===== config.mk =====
export PLATFORM = sky130hd
export DESIGN_NAME = counter_selector_n
export DESIGN_NICKNAME = d
export VERILOG_FILES = /design/src/rtl/counter_selector_n.sv
export SDC_FILE = /design/constraint.sdc
export NUM_CORES = 1
export LEC_CHECK = 0
export CAP_MARGIN = 10
export CORE_UTILIZATION = 65
export CTS_CLUSTER_SIZE = 20
export DETAILED_ROUTE_END_ITERATION = 10
export DONT_BUFFER_PORTS = 1
export GPL_TIMING_DRIVEN = 1
export PLACE_DENSITY = 0.81
export SYNTH_ARGS = -nofsm -noshare
export SYNTH_HDL_FRONTEND = slang
export SYNTH_SLANG_ARGS = --single-unit

===== constraint.sdc =====
create_clock -name clk -period 18.7 [get_ports clk]
set_input_delay 3.74 -clock clk [delete_from_list [all_inputs] [get_ports clk]]
set_output_delay 3.74 -clock clk [all_outputs]
set_load 0.05 [all_outputs]

===== src/rtl/counter_selector_n.sv =====
// N-channel step counter with channel browser, auto (prescaled) or manual increments,
// and a registered 3-digit 7-seg / LED-bar display. Define COUNTER_SEL_COUNTDOWN_EN for down-counting runs.
module counter_selector_n #(
  parameter int                  NUM_CH   = 3,
  parameter int                  LIMIT    = 100,
  parameter logic [8*NUM_CH-1:0] STEPS    = {8'd10, 8'd4, 8'd1},
  parameter int                  TICK_DIV = 50_000_000,
  parameter int                  LED_BARS = 5,
  localparam int                 CH_W     = (NUM_CH > 1) ? $clog2(NUM_CH) : 1
) (
  input  logic                clk,
  input  logic                reset,
  input  logic                next_btn,
  input  logic                select_btn,
  input  logic                abort_btn,
  input  logic                mode_manual,
`ifdef COUNTER_SEL_COUNTDOWN_EN
  input  logic                count_down,
`endif
  input  logic                step_btn,
  output logic [CH_W-1:0]     ch_idx,
  output logic                busy,
  output logic                done,
  output logic [6:0]          seg_hund,
  output logic [6:0]          seg_tens,
  output logic [6:0]          seg_units,
  output logic [LED_BARS-1:0] led
);

  localparam int              PS_W      = (TICK_DIV > 1) ? $clog2(TICK_DIV) : 1;
  localparam logic [PS_W-1:0] PS_LAST   = PS_W'(TICK_DIV - 1);
  localparam logic [9:0]      CNT_LIMIT = 10'(LIMIT);
  localparam logic [CH_W-1:0] CH_LAST   = CH_W'(NUM_CH - 1);

  typedef enum logic [1:0] {BROWSE, RUN, DONE} state_t;

  state_t state, state_next;

  logic next_q, select_q, abort_q, step_q;
  logic next_rise, select_rise, abort_rise, step_rise;

  logic [9:0]        count [NUM_CH];
  logic [PS_W-1:0]   prescaler;
  logic              manual_q;
  logic [NUM_CH-1:0] ch_down;
  logic              start_down;

  logic [9:0]  cur_count, inc_count, end_count, progress;
  logic [10:0] sum;
  logic [7:0]  cur_step;
  logic [11:0] bcd;
  logic [LED_BARS-1:0] led_next;
  logic inc_evt, start_run, advance, abort_run, finish, bump;

  function automatic logic [11:0] to_bcd(input logic [9:0] bin);
    logic [11:0] b;
    b = '0;
    for (int i = 9; i >= 0; i--) begin
      if (b[3:0] >= 4'd5) b[3:0] = b[3:0] + 4'd3;
      if (b[7:4] >= 4'd5) b[7:4] = b[7:4] + 4'd3;
      b = {b[10:0], bin[i]};
    end
    return b;
  endfunction

  // Active-low segments ordered {g,f,e,d,c,b,a}
  function automatic logic [6:0] seg7(input logic [3:0] d);
    case (d)
      4'd0:    return 7'h40;
      4'd1:    return 7'h79;
      4'd2:    return 7'h24;
      4'd3:    return 7'h30;
      4'd4:    return 7'h19;
      4'd5:    return 7'h12;
      4'd6:    return 7'h02;
      4'd7:    return 7'h78;
      4'd8:    return 7'h00;
      4'd9:    return 7'h10;
      default: return 7'h7F;
    endcase
  endfunction

  assign next_rise   = next_btn & ~next_q;
  assign select_rise = select_btn & ~select_q;
  assign abort_rise  = abort_btn & ~abort_q;
  assign step_rise   = step_btn & ~step_q;

  always_ff @(posedge clk or posedge reset) begin
    if (reset) begin
      next_q   <= 1'b0;
      select_q <= 1'b0;
      abort_q  <= 1'b0;
      step_q   <= 1'b0;
    end else begin
      next_q   <= next_btn;
      select_q <= select_btn;
      abort_q  <= abort_btn;
      step_q   <= step_btn;
    end
  end

  // Direction is remembered per channel so browsing shows the right progress bar
`ifdef COUNTER_SEL_COUNTDOWN_EN
  assign start_down = count_down;

  always_ff @(posedge clk or posedge reset) begin
    if (reset) ch_down <= '0;
    else if (start_run) ch_down[ch_idx] <= count_down;
  end
`else
  assign start_down = 1'b0;
  assign ch_down    = '0;
`endif

  always_comb begin
    cur_count = count[ch_idx];
    cur_step  = STEPS[{ch_idx, 3'b000} +: 8];
    sum       = {1'b0, cur_count} + {3'b000, cur_step};
    if (ch_down[ch_idx]) begin
      inc_count = (cur_count <= {2'b00, cur_step}) ? '0 : cur_count - {2'b00, cur_step};
      end_count = '0;
    end else begin
      inc_count = (sum >= {1'b0, CNT_LIMIT}) ? CNT_LIMIT : sum[9:0];
      end_count = CNT_LIMIT;
    end
    inc_evt = manual_q ? step_rise : (prescaler == PS_LAST);
  end

  always_ff @(posedge clk or posedge reset) begin
    if (reset) state <= BROWSE;
    else       state <= state_next;
  end

  always_comb begin
    state_next = state;
    start_run  = 1'b0;
    advance    = 1'b0;
    abort_run  = 1'b0;
    finish     = 1'b0;
    bump       = 1'b0;
    busy       = 1'b0;
    case (state)
      BROWSE: begin
        if (select_rise) begin
          start_run  = 1'b1;
          state_next = RUN;
        end else if (next_rise) begin
          advance = 1'b1;
        end
      end
      RUN: begin
        busy = 1'b1;
        if (abort_rise) begin
          abort_run  = 1'b1;
          state_next = BROWSE;
        end else if (inc_evt) begin
          bump = 1'b1;
          if (inc_count == end_count) begin
            finish     = 1'b1;
            state_next = DONE;
          end
        end
      end
      DONE: begin
        if (next_rise || select_rise) state_next = BROWSE;
      end
      default: state_next = BROWSE;
    endcase
  end

  always_ff @(posedge clk or posedge reset) begin
    if (reset) begin
      for (int i = 0; i < NUM_CH; i++) count[i] <= '0;
    end else if (start_run) begin
      count[ch_idx] <= start_down ? CNT_LIMIT : '0;
    end else if (abort_run) begin
      count[ch_idx] <= '0;
    end else if (bump) begin
      count[ch_idx] <= inc_count;
    end
  end

  // Prescaler only runs during an auto run, so the first tick lands TICK_DIV cycles after start
  always_ff @(posedge clk or posedge reset) begin
    if (reset) begin
      ch_idx    <= '0;
      prescaler <= '0;
      manual_q  <= 1'b0;
      done      <= 1'b0;
    end else begin
      done <= finish;
      if (advance) ch_idx <= (ch_idx == CH_LAST) ? '0 : ch_idx + 1'b1;
      if (start_run) manual_q <= mode_manual;
      if (state == RUN && !manual_q)
        prescaler <= (prescaler == PS_LAST) ? '0 : prescaler + 1'b1;
      else
        prescaler <= '0;
    end
  end

  always_comb begin
    bcd      = to_bcd(cur_count);
    progress = ch_down[ch_idx] ? CNT_LIMIT - cur_count : cur_count;
    for (int k = 0; k < LED_BARS; k++)
      led_next[k] = (int'(progress) * LED_BARS) >= ((k + 1) * LIMIT);
  end

  always_ff @(posedge clk or posedge reset) begin
    if (reset) begin
      seg_hund  <= 7'h40;
      seg_tens  <= 7'h40;
      seg_units <= 7'h40;
      led       <= '0;
    end else begin
      seg_hund  <= seg7(bcd[11:8]);
      seg_tens  <= seg7(bcd[7:4]);
      seg_units <= seg7(bcd[3:0]);
      led       <= led_next;
    end
  end

endmodule


==> flow_summary.json <==
{
  "vias": 5199,
  "wl_per_cell_um": 15.5,
  "drcViolationCount": 0,
  "first_pass_iters": 7,
  "first_iter_violations": 252,
  "synth_area_leaders": "dfrtp_1 35%, ha_1 9.0%, nand2_1 4.1%, nor2_1 3.8%, xnor2_1 3.6%",
  "max_cap_violations": 0,
  "critPathMaxStageDelay_ps": 580,
  "crit_required_ps": 18990,
  "hold_slack_ps": 490,
  "tns_ps": 0,
  "antenna_found_initial": 0,
  "synth-edff-count": 0,
  "worst-path-buf-inv": 5,
  "synth_top_area_share_pct": 34.8,
  "finalCritPeriodShare_pct": 52.7,
  "cts_tree": "yes",
  "power.leakage_nw": 3.05,
  "status": "finished clean",
  "layout-drive-gt1-share_pct": 9.08,
  "postSynthCellCount": 708,
  "clk_latency_ps": 370,
  "finalMaxSlewViolations": 0,
  "cp_max_fo": 12,
  "coreArea_mm2": 0.00937,
  "clk_pin_slew_ps": 100,
  "post_cts_buffers": 0,
  "r2r-end": "seg_tens[1]",
  "rsz0062_at_grt": "false",
  "fill_cells": 722,
  "syn_area_mm2": 0.00640,
  "clock-root-buffer": "clkbuf_8",
  "die_x_um": 101,
  "async_reset_ff_share_pct": 100,
  "dp_cells": 829,
  "setup_viol": 0,
  "worstHoldStart": "count[2]",
  "r2r_cells": 42,
  "grt_pass1_vias": 5130,
  "die-height_um": 101,
  "clkSinkCount": 92,
  "groute.usage.overall_pct": 27.9,
  "cpMostUsedCell": "ha_1",
  "ctsResizeCount": 0,
  "worstMarginPinSlew_ps": 1020,
  "vias_per_cell": 6.15,
  "die_area_mm2": 0.0103,
  "layout.cells.non_filler": 845,
  "vdd_drop_max_mv": 0.0724,
  "syn2layout_area_growth_pct": 5.26,
  "total_power_mw": 0.525,
  "endpoint_kind": "flip-flop",
  "cts_buffer_depth": 2,
  "utilization_pct": 71.9,
  "grt_pass1_wl_mm": 22.7,
  "hpwl_mm": 9.74,
  "hp-class": "reg -> reg",
  "rows": 35,
  "postRouteAntennaNets": 0,
  "worst_clock_skew_ps": 18.0,
  "yosysWarnings": 0,
  "p_per_area_mw_per_mm2": 77.9,
  "synthFlopType": "dfrtp_1",
  "yosysTopAreaCell": "dfrtp_1",
  "r2r_slack_ps": 8840,
  "holdPathStages": 2,
  "worstSetupPathType": "reg -> reg",
  "finalCriticalPeriod_ps": 9860,
  "io_buffers": 0,
  "grt_max_degree": 79,
  "crit_family": "simple AND/OR/NAND/NOR gates",
  "fmax_mhz": 101,
  "antenna_cells": 0,
  "io_pins": 37,
  "fin_nets": 766,
  "hold_violations": 0,
  "synth_cell_types": 85,
  "numCtsBuffers": 9,
  "syn_avg_cell_area_um2": 9.04,
  "start_util_pct": 68.3,
  "yosysSeqAreaShare_pct": 36.0,
  "globalplace.congestion": 0.949,
  "cts_hold_buffers": 0,
  "max_slew_margin_pct": 31.9,
  "startpoint_type": "flip-flop",
  "htreeDepth": 3,
  "crit_slowest_cell": "dfrtp_1",
  "worstPathArrival_ps": 10150,
  "overflow": 0,
  "hold_end": "count[2]",
  "reg2reg_from": "ch_idx[1]",
  "syn_nets": 763,
  "wirelength_mm": 13.1,
  "synth-seq-cells": 92
}
## cells by family after synthesis
kind of cell,count (synthesis),share of synthesized area [%]
AOI/OAI and AO/OA,176,19.2
DFF,92,36.0
xor gates and xnor gates,39,5.34
adders and majority gates,48,9.62
muxes,24,4.12
buffers and inverters,58,3.81
and+or+nand+nor,271,21.8
## synthesized netlist by cell type (all sizes together), types with 10 or more instances
cell     n
nand2b  16
nand3   16
nor4    14
ha      46
mux2i   18
nand4   10
xor2    13
and2    19
nand2   71
dfrtp   89
inv     44
nor2    65
o21ai   52
a21oi   32
xnor2   26
o21a    12
nor2b   10
## state kept, by name, summed over array words and instances, names as in the netlist
name / flops
count: 30
prescaler: 26
seg_hund: 7
seg_tens: 7
seg_units: 7
led: 5
ch_idx: 2
state: 2
abort_q: 1
done: 1
manual_q: 1
next_q: 1
select_q: 1
step_q: 1
## how the worst max path moves through the flow
stage	start	endpoint	slack [ps]	depth (start not counted)
2_1_floorplan	ch_idx[1]	seg_tens[1]	10090	43
3_3_place_gp	ch_idx[1]	seg_tens[1]	9670	42
3_5_place_dp	ch_idx[1]	seg_tens[1]	9140	42
4_1_cts	ch_idx[1]	seg_tens[1]	8980	42
5_1_grt	ch_idx[1]	seg_tens[1]	8020	42
6_report	ch_idx[1]	seg_tens[1]	8840	42
## routing by layer
layer  vias up  track usage, %  share of wire (%)
met1      2513            34.2                 44
li1       2540               -                  -
met3        23            4.49                4.3
met5         -               0                  0
met2       123            49.8                 50
met4         0            9.48                1.6
## area by class of cell
| type | instances | area (um2) | share of cell area, % |
|---|---|---|---|
| Inverter | 45 | 173 | 2.56 |
| Clock buffer | 11 | 141 | 2.10 |
| Timing Repair Buffer | 5 | 37.5 | 0.557 |
| Tap cell | 129 | 161 | 2.40 |
| Sequential cell | 92 | 2310 | 34.2 |
| Multi-Input combinational cell | 558 | 3850 | 57.2 |
| Clock inverter | 5 | 67.6 | 1.00 |
## worst reg2reg max path: cells and delay by family (launching register included)
kind            cells  cell delay [ps]
fa+ha+maj           7             1780
simple gates       15             3180
mux                 1              340
xor+xnor            5             1590
compound gates      9             1870
buf+inv             5              460
flops               1              580
## where the power goes
group	internal, mW	leakage (nW)	switching (mW)
Clock	0.0674	0.106	0.0734
Sequential	0.213	1.25	0.0214
Combinational	0.0533	1.69	0.0968
Total	0.334	3.05	0.192
## cells in the final DEF (no fill, tap or decap), drive strengths merged, types with 5 or more instances in the layout
master,n
a211oi,9
mux2i,18
and3,9
a22oi,7
nand4,10
a21o,7
and2,19
nor2b,10
inv,45
buf,5
nand2b,16
dfrtp,89
nor3,9
nand3,16
nor2,65
nand3b,6
nor4,14
or2,6
o21ai,52
o31ai,7
mux2,6
a31oi,8
ha,46
o211ai,5
a21oi,32
nand2,71
clkbuf,11
xnor2,26
xor2,13
or3,7
o21a,12
## stage by stage
step                cell area (um2)  setup WS [ps]
CTS                            6740           8980
global route                   6740           8020
global placement               6530           9670
finish                         6740           8840
floorplan                      6400          10090
detailed placement             6530           9140
Power figures use the tool's default switching activity.
